$ cat src/rtl/cpu_pkg.sv
// Shared CPU definitions: default widths, reset vector, fetch FSM state
// encoding and logic-level constants used across the fetch datapath.
package cpu_pkg;

    localparam int DEFAULT_ADDR_W  = 15;
    localparam int DEFAULT_INSTR_W = 16;

    localparam logic [DEFAULT_ADDR_W-1:0] DEFAULT_RESET_VEC = '0;

    localparam logic HIGH = 1'b1;
    localparam logic LOW  = 1'b0;

    typedef enum logic [0:0] {
        FETCH = 1'b0,
        ISSUE = 1'b1
    } pc_fetch_state_e;

endpackage : cpu_pkg

$ cat src/rtl/pc_reg.sv
// Program counter register. On enable, loads the jump target (load has
// priority) or increments with natural wraparound at 2^ADDR_W; otherwise holds.
module pc_reg #(
    parameter int                ADDR_W    = cpu_pkg::DEFAULT_ADDR_W,
    parameter logic [ADDR_W-1:0] RESET_VEC = '0
) (
    input  logic              clk,
    input  logic              rst_n,
    input  logic              en,
    input  logic              load,
    input  logic              inc,
    input  logic [ADDR_W-1:0] d,
    output logic [ADDR_W-1:0] q
);

    // PC update: load beats increment; the adder drops its carry so the
    // top address rolls over to zero.
    always_ff @(posedge clk or negedge rst_n) begin
        // NOTE: state is assigned with <= so every flop samples pre-edge values.
        if (!rst_n) begin
            q <= RESET_VEC;
        end else if (en) begin
            if (load) begin
                q <= d;
            end else if (inc) begin
                q <= q + ADDR_W'(1);
            end
        end
    end

endmodule : pc_reg

$ cat src/rtl/pc_fetch.sv
// Program counter and instruction-fetch stage. Fetches one instruction at a
// time over imem req/ack, then holds it for execute over valid/ready. The PC
// advances only on the issue handshake, using the jump controller's decision.
// Optional build macro PC_PERF_CNT_EN adds a saturating taken-jump counter.
module pc_fetch
    import cpu_pkg::*;
#(
    parameter int                ADDR_W    = DEFAULT_ADDR_W,
    parameter int                INSTR_W   = DEFAULT_INSTR_W,
    parameter logic [ADDR_W-1:0] RESET_VEC = ADDR_W'(DEFAULT_RESET_VEC)
) (
    input  logic               clk,
    input  logic               rst_n,
    input  logic               pc_load,
    input  logic               pc_inc,
    input  logic [ADDR_W-1:0]  a_val,
    output logic               imem_req,
    output logic [ADDR_W-1:0]  imem_addr,
    input  logic               imem_ack,
    input  logic [INSTR_W-1:0] imem_rdata,
    output logic               instr_valid,
    output logic [INSTR_W-1:0] instr,
    output logic [ADDR_W-1:0]  instr_pc,
    input  logic               instr_ready
`ifdef PC_PERF_CNT_EN
    ,
    output logic [15:0]        taken_cnt
`endif
);

    pc_fetch_state_e   state;
    logic              req_q;
    logic [ADDR_W-1:0] pc;
    logic              fetch_done;
    logic              issue_hs;

    // req_q is only ever high in FETCH, so an ack in any other cycle
    // (including the first cycle after reset) is ignored.
    assign fetch_done = req_q && imem_ack;
    assign issue_hs   = (state == ISSUE) && instr_ready;

    // All outputs come straight from flops: no ack/ready combinational path.
    assign imem_req    = req_q;
    assign imem_addr   = pc;
    assign instr_valid = (state == ISSUE);

    pc_reg #(
        .ADDR_W    (ADDR_W),
        .RESET_VEC (RESET_VEC)
    ) u_pc_reg (
        .clk   (clk),
        .rst_n (rst_n),
        .en    (issue_hs),
        .load  (pc_load),
        .inc   (pc_inc),
        .d     (a_val),
        .q     (pc)
    );

    // Fetch/issue sequencing; the request flop is raised for the cycle after
    // entering FETCH and dropped together with the move to ISSUE.
    always_ff @(posedge clk or negedge rst_n) begin
        if (!rst_n) begin
            state <= FETCH;
            req_q <= LOW;
        end else begin
            case (state)
                FETCH: begin
                    if (fetch_done) begin
                        state <= ISSUE;
                        req_q <= LOW;
                    end else begin
                        req_q <= HIGH;
                    end
                end
                ISSUE: begin
                    if (instr_ready) begin
                        state <= FETCH;
                        req_q <= HIGH;
                    end
                end
                default: begin
                    state <= FETCH;
                    req_q <= LOW;
                end
            endcase
        end
    end

    // Capture the returned word and its address; held through the issue stall.
    always_ff @(posedge clk or negedge rst_n) begin
        if (!rst_n) begin
            instr    <= '0;
            instr_pc <= RESET_VEC;
        end else if (fetch_done) begin
            instr    <= imem_rdata;
            instr_pc <= pc;
        end
    end

`ifdef PC_PERF_CNT_EN
    // Count retired instructions that redirected the PC, saturating at max.
    always_ff @(posedge clk or negedge rst_n) begin
        if (!rst_n) begin
            taken_cnt <= '0;
        end else if (issue_hs && pc_load && (taken_cnt != 16'hFFFF)) begin
            taken_cnt <= taken_cnt + 16'd1;
        end
    end
`endif

endmodule : pc_fetch

$ cat config.mk
export PLATFORM = sky130hd
export DESIGN_NAME = pc_fetch
export DESIGN_NICKNAME = d
export VERILOG_FILES = /design/src/rtl/cpu_pkg.sv /design/src/rtl/pc_reg.sv /design/src/rtl/pc_fetch.sv
export SDC_FILE = /design/constraint.sdc
export NUM_CORES = 1
export LEC_CHECK = 0
export ABC_AREA = 1
export CORE_ASPECT_RATIO = 1.5
export CORE_UTILIZATION = 30
export CTS_CLUSTER_DIAMETER = 200
export CTS_CLUSTER_SIZE = 14
export DETAILED_ROUTE_END_ITERATION = 16
export SYNTH_ARGS = -nofsm -noshare
export SYNTH_HDL_FRONTEND = slang
export SYNTH_SLANG_ARGS = --single-unit
$ cat constraint.sdc
create_clock -name clk -period 3.2 [get_ports clk]
set_clock_uncertainty 0.15 [all_clocks]
set_input_delay 0.64 -clock clk [delete_from_list [all_inputs] [get_ports clk]]
set_output_delay 0.64 -clock clk [all_outputs]
set_load 0.05 [all_outputs]
---- Word-level counts from Yosys, hierarchy flattened ----
Cells that the tools add are included.
storage, ports and cells
  flip-flop bits (word level) ............. 48
  latch bits .............................. 0
  RAM bits ................................ 0
  bits in read-only memories .............. 0
  input bits .............................. 37
  logic and storage cells ................. 20
  memories kept ........................... 0
cells by class
  add/subtract/negate cells ............... 1
  multiply operators ...................... 0
  divide/modulo/power cells ............... 0
  magnitude comparators ................... 0
  equality and inequality tests ........... 1
  shifts and indexed selects .............. 0
  mux-type cells .......................... 8
  bitwise operators ....................... 1
  reduce and logical (&&, ||, !) cells .... 4
operators with widths
  kind                   number
  $mux 15                2
  $add 15x1->15 const B  1
  $mux 1                 4
  $pmux 1 s2             2
  $logic_and 1x1->1      2
  $ne 2x2->1 const B     1
  $reduce_and 2->1       1
  $reduce_bool 2->1      1
  $not 1->1              1

---- Longest topological paths before layout ----
Gate-level depths: netlist (run 1).
  word-level depth ........................ 3
  depth in mapped cells ................... 8
  depth with buffers taken out ............ 8

---- Modules after synthesis ----
Synthesis (run 1) repeated with hierarchy kept, for this count alone.
second synthesis, totals
  cell total of the unflattened synthesis .. 307
  area, all modules ....................... 2377.3 sq um
modules (own cells, without submodules)
  module    times used  cells an instance  area each (sq um)  sequential area each (sq um)
  pc_fetch  1           146                1313.8             825.8
  pc_reg    1           161                1063.5             375.4

---- Worst setup path before layout (run 1) ----
No wires, ideal clock.
  kind .................................... register to register
  start point ............................. register u_pc_reg.q[1]
  end point ............................... register u_pc_reg.q[10]
  library setup time ...................... 0.118 ns
  arrival ................................. 1.543 ns
  data required time ...................... 2.932 ns
  setup slack ............................. 1.389 ns
  stages on the path, launching flop included .. 9
  cells stage by stage .................... dfrtp_1 > ha_1 > nand2_1 > nor2_2 > nand2_1 > o21bai_1 > nand3_1 > nand2_1 > nand2_1
on the way
  word-level cells in the longest chain between the ends .. 3
ends and longest elaborated chain
  what                      RTL line      text
  start: declaration        pc_reg.sv:13  output logic [ADDR_W-1:0] q
  start signal: assignment  pc_reg.sv:26  q <= q + ADDR_W'(1);
  $add 15x1->15             pc_reg.sv:26
  $mux 15                   pc_reg.sv:25  end else if (inc) begin
  $mux 15                   pc_reg.sv:23  if (load) begin
No other way between the ends. The select of a mux whose other input is x is not followed.
A chain may end at the register's enable or synchronous reset.

---- Worst setup path after layout (run 1) ----
  start point ............................. register u_pc_reg.q[8]
  end point ............................... output port imem_addr[8]
RTL lines
  what              RTL line        text
  end: declaration  pc_fetch.sv:18  output logic [ADDR_W-1:0] imem_addr,
No word-level cell between the ends.

==> results.tsv, run 1 <==
metric	value	unit
synthDistinctLibCells	27	
netlist_instances	253	
worst_path_dominant_cell_family	buffers and inverters	
synth-compound-area-share	0.103	
via_count	2011	
cts.htree.levels	2	
ys_seq_area_frac	0.523	
num_io_pins	85	
crit_path_end_kind	output pin	
overflow	0	
global_route_wire_length_before_repair	9.35	mm
gp_congestion	0.843	
cellInternalPower	1.94	mW
vias_in_the_first_global_route	1972	
routed_wire_length_per_instance	13.1	um
synth_xor_area_frac	0	
ctsLongestPathBuffers	2	
worstPathCellList	clkdlybuf4s50_1	
final_max_slew_viol_count	0	
critPathLaunchType	register	
syn_area	0.00229	mm^2
netSwitchingPower	2.00	mW
route.detailed.drc	0	
post_cts_buffers	0	
p_sw_frac	0.508	
synth_top_cell_area_share	0.523	
finalHoldViolCount	0	
cp.required	2.41	ns
ys_top_cells_by_area	sky130_fd_sc_hd__dfrtp_1 (52%), sky130_fd_sc_hd__nand2_1 (10%), sky130_fd_sc_hd__mux2_2 (9.3%)	
report.final.setup_viol	0	
tritoncts	built	
syn-mean-instance-area	9.07	um^2
synth.net_count	291	
layout-drive-gt1-share	0.135	
power_frac_seq	0.285	
clock.fmax	411	MHz
worst_r2r_path_depth	8	
wirelength_routed	5.75	mm
port_buffers	84	
clkPwrFrac	0.118	
worstPathArrival	1.64	ns
grt_start_max_net_pins	35	
power.ir.vdd_worst	0.485	mV
cts.reportedPaths.clkPinSlew	0.09	ns
core_area	0.00732	mm^2
cap_viol_max_count	0	
worst-path-stages	1	
muxShareOfSynthArea	0.0932	
detail_route.iter0.violations	122	
slew_headroom	0.543	
diodes	0	
grt_setup_unrepaired	no	
placed_cells_incl_taps	432	
fin_crit_sh	0.760	
run_status	finished, final reports clean	
start_util	0.313	
utilization	0.458	
detailed_place.area	0.00323	mm^2
yosys_warnings	0	
simple_gate_portion_of_the_synthesized_area	0.212	
post-synth-top-area-cell	sky130_fd_sc_hd__dfrtp_1	
clock_latency	0.31	ns
cp.buffers_inverters	1	
hpwl	4.28	mm
layout.nets	377	
drt_pre_antenna_iters	4	
cts_root_buffer	sky130_fd_sc_hd__clkbuf_8	
cts_made_buffers	5	
worst_r2r_src	u_pc_reg.q[1]	
drt-vias-per-instance	4.57	
post_cts.resized_instances	0	
die-area	0.00801	mm^2
die_h	109	um
worstHoldPathType	input pin to async pin	
grt_usage	0.155	
reg2reg_slack	1.49	ns
die_width	73.4	um
dominant_combinational_cell_family_by_area_after_synthesis	simple AND/OR/NAND/NOR gates	
critical_path.max_fanout	6	
cts-hold-fix-buffers	0	
fp-row-count	38	
combinational_power_share	0.597	
synth_seq_cells	48	
final.hold.worst_slack	0.0807	ns
drtAntennaViolNets	0	
areaGrowthSynthToFinish	46.2	%
setup.worst_path.class	register to output pin	
antenna_found_initial	0	
slowest_delay	0.85	ns
final-instance-count-excl-fill	440	
final_area	0.00336	mm^2
critical_path.reg2reg.endpoint	u_pc_reg.q[10]	
tns	0	ns
cp_slowest_cell	sky130_fd_sc_hd__clkdlybuf4s50_1	
final_period_minus_worst_setup_slack	2.43	ns
power.density_cell_area	1170	mW/mm^2
cts_num_sinks	48	
cellLeakagePower	1.47	nW
worst_slew_pin_slew	0.685	ns
synth-adder-area-share	0.00545	
power groups by stage:
stage,combinational [mW],sequential [mW],clock (mW)
3_5_place_dp,2.36,1.14,0
3_3_place_gp,2.35,1.14,0
6_report,2.35,1.12,0.463
5_1_grt,2.50,1.17,0.499
2_1_floorplan,0.580,2.11,0
4_1_cts,2.37,1.13,0.483
layout make-up:
| cell class | instances | area [um^2] |
|---|---|---|
| multi-input combinational | 171 | 948 |
| clock inverter | 2 | 38.8 |
| fill | 751 | 3970 |
| sequential | 48 | 1200 |
| timing repair buffer | 88 | 866 |
| inverter | 25 | 93.8 |
| tap | 100 | 125 |
| clock buffer | 6 | 82.6 |
routing by layer:
layer	part of all wire	GRT usage
met5	0	0
met4	0.018	0.0604
met3	0.062	0.0397
met2	0.49	0.260
met1	0.43	0.188
state kept, by name (all words and copies together) (netlist names):
register and count:
instr_valid 1, instr 16, u_pc_reg.q 15, imem_req 1, instr_pc 15
layout by cell type (no fill, tap or decap), drive strengths merged:
cell           Yosys  final
a21oi              6      6
a22oi              2      2
a31oi              1      1
buf                7      5
bufinv             0      1
clkbuf             2      6
clkdlybuf4s50      0     83
clkinv             1      2
dfrtp             48     48
ha                 1      1
inv               24     24
mux2              19     19
nand2             65     65
nand3             13     13
nand4              7      7
nor2              26     26
o21ai             26     26
o21bai             3      3
o22ai              1      1
or2                1      1
cell families (layout without fill, tap and decap cells):
family / Yosys count / after routing
AND/OR/NAND/NOR: 112 / 112
adder cells (fa/ha/maj): 1 / 1
multiplexers: 19 / 19
buffers and inverters: 34 / 121
flip-flops: 48 / 48
AO/OA/AOI/OAI: 39 / 39
worst max path at each step:
stage	start	to	slack [ns]
floorplan	u_pc_reg.q[1]	u_pc_reg.q[10]	1.39
global placement	pc_load	u_pc_reg.q[8]	0.92
detailed placement	imem_ack	instr_pc[10]	0.91
CTS	u_pc_reg.q[8]	imem_addr[8]	0.73
global route	u_pc_reg.q[8]	imem_addr[8]	0.72
finish	u_pc_reg.q[8]	imem_addr[8]	0.77
per-stage QoR:
stage / power [mW] / worst slack, ns
global placement: 3.48 / 0.922
CTS: 3.98 / 0.730
global route: 4.17 / 0.716
finish: 3.94 / 0.768
detailed placement: 3.51 / 0.908
floorplan: 2.69 / 1.39
cell usage after synthesis, drive strengths merged:
cell	number
a31oi	1
dfrtp	48
nand3	13
a22oi	2
buf	7
o22ai	1
o21bai	3
a21oi	6
o21ai	26
nand2	65
or2	1
nand4	7
inv	24
clkinv	1
nor2	26
ha	1
mux2	19
clkbuf	2
(Power assumes the default switching activity.)
==> run 2: changes to the inputs <==
- clock period: 3.2 -> 2.35 ns (I/O delays scaled with it)
==> results.tsv, run 2 (same netlist as run 1, synthesis figures left out) <==
metric	value	unit	change
layout.filler_cells	769		+2.4%
layout.cells.most_common_list	sky130_fd_sc_hd__clkdlybuf4s50_1 (83), sky130_fd_sc_hd__nand2_1 (62), sky130_fd_sc_hd__dfrtp_1 (48)		
p_sw_frac	0.517		+0.00890
final.hold.worst_slack	0.0299	ns	-0.0508 ns
crit_path_end_kind	output pin		
worstPathCellList	clkdlybuf4s50_1		
vias_in_the_first_global_route	1897		-3.8%
die_width	73.4	um	unchanged
gp_congestion	0.877		+4.1%
cts-hold-fix-buffers	0		unchanged
drtAntennaViolNets	0		unchanged
finalHoldViolCount	0		unchanged
clock.fmax	442	MHz	
drt-vias-per-instance	4.51		-1.3%
worst_r2r_src	u_pc_reg.q[1]		
fin_total_pwr	5.24	mW	+33%
setup.worst_path.class	register to output pin		
final_max_slew_viol_count	0		unchanged
cellLeakagePower	1.47	nW	about the same
route.detailed.drc	0		unchanged
port_buffers	84		unchanged
post_cts_buffers	0		unchanged
final_critical_path_setup_slack	0.0876	ns	-0.681 ns
final_common_cell	sky130_fd_sc_hd__clkdlybuf4s50_1		
cts_root_buffer	sky130_fd_sc_hd__clkbuf_8		
via_count	1989		-1.1%
layout.nets	379		+0.53%
tritoncts	built		
seq_area	0.00120	mm^2	unchanged
area_occupied_by_multi_input_gates	948	um^2	unchanged
detail_route.iter0.violations	58		-52%
antenna_found_initial	0		unchanged
placed_cells_incl_taps	434		+0.46%
run_status	finished, final reports clean		
critPathLaunchType	register		
routed_wire_length_per_instance	12.9	um	-1.0%
die-area	0.00801	mm^2	unchanged
power.density_cell_area	1560	mW/mm^2	+33%
global_route_wire_length_before_repair	8.98	mm	-4.0%
worst_slew_pin_slew	0.611	ns	-0.0748 ns
start_util	0.313		unchanged
fin_crit_sh	0.963		
slew_headroom	0.593		+0.0504
grt_start_max_net_pins	26		-26%
cp.required	1.73	ns	-0.68 ns
combinational_power_share	0.610		+0.013
detailed_place.area	0.00326	mm^2	+0.85%
power_frac_seq	0.295		+0.010
preCtsSetupSlack	0.215	ns	-0.694 ns
grt_setup_unrepaired	no		
cts.reportedPaths.clkPinSlew	0.09	ns	about the same
final_area	0.00335	mm^2	about the same
grt_usage	0.147		-0.00730
die_h	109	um	unchanged
final-instance-count-excl-fill	441		+0.23%
clkPwrFrac	0.095		-0.023
cts_made_buffers	5		unchanged
diodes	0		unchanged
final_period_minus_worst_setup_slack	2.26	ns	
report.final.setup_viol	0		unchanged
netSwitchingPower	2.71	mW	+35%
worstHoldPathType	input pin to async pin		
core_area	0.00732	mm^2	unchanged
worst_path_dominant_cell_family	buffers and inverters		
utilization	0.458		about the same
num_io_pins	85		unchanged
critical_path.max_fanout	6		unchanged
clock_latency	0.30	ns	about the same
ctsLongestPathBuffers	2		unchanged
areaGrowthSynthToFinish	46.1	%	about the same
tns	0	ns	unchanged
wirelength_routed	5.70	mm	-0.82%
drt_pre_antenna_iters	4		unchanged
post_cts.resized_instances	0		unchanged
overflow	0		unchanged
layout-drive-gt1-share	0.138		+0.00254
cellInternalPower	2.53	mW	+31%
largest_register_ffs	16		unchanged
worstPathArrival	1.64	ns	about the same
cts.htree.levels	2		unchanged
cts_num_sinks	48		unchanged
slowest_delay	0.85	ns	about the same
fp-row-count	38		unchanged
top_register	instr		
cp_slowest_cell	sky130_fd_sc_hd__clkdlybuf4s50_1		
cap_viol_max_count	0		unchanged
hpwl	4.36	mm	+1.7%
critical_path.reg2reg.endpoint	u_pc_reg.q[10]		
reg2reg_slack	0.66	ns	-0.83 ns
reg_top3	instr: 16 flops, instr_pc: 15 flops, u_pc_reg.q: 15 flops		
worst_r2r_path_depth	8		unchanged
cp.buffers_inverters	1		unchanged
power.ir.vdd_worst	0.553	mV	+14%
## run 2: changes by cell type in the layout (fill, tap and decap cells not counted)
cell	previous run	this run
sky130_fd_sc_hd__bufinv_16	1	0
sky130_fd_sc_hd__buf_4	4	5
sky130_fd_sc_hd__buf_12	0	1
## run 2: cell type report
cell class	instances	area share
sequential	48	0.358
multi-input combinational	171	0.283
timing repair buffer	90	0.266
tap	100	0.0373
inverter	25	0.0280
clock buffer	6	0.0246
clock inverter	1	0.00261
## run 2: how the worst max path moves through the flow
stage                          end  cells after the start     startpoint  slack [ns]
floorplan           u_pc_reg.q[10]                      8  u_pc_reg.q[1]        0.54
global placement     u_pc_reg.q[6]                      7        pc_load        0.26
detailed placement   u_pc_reg.q[6]                      7        pc_load        0.21
CTS                   imem_addr[8]                      1  u_pc_reg.q[8]        0.06
global route          imem_addr[8]                      1  u_pc_reg.q[8]        0.04
finish                imem_addr[8]                      1  u_pc_reg.q[8]        0.09
## run 2: power groups by stage
stage / Clock [mW] / Sequential [mW] / Combinational [mW]
floorplan: 0 / 2.87 / 0.790
global placement: 0 / 1.55 / 3.20
detailed placement: 0 / 1.56 / 3.22
CTS: 0.521 / 1.55 / 3.22
global route: 0.550 / 1.60 / 3.39
finish: 0.499 / 1.54 / 3.20
## run 2: metal layers
| metal | global-route usage | wire [um] |
|---|---|---|
| met1 | 0.182 | 2470 |
| met3 | 0.0305 | 273 |
| met4 | 0.0467 | 73 |
| met2 | 0.255 | 2880 |
| met5 | 0 | 0 |
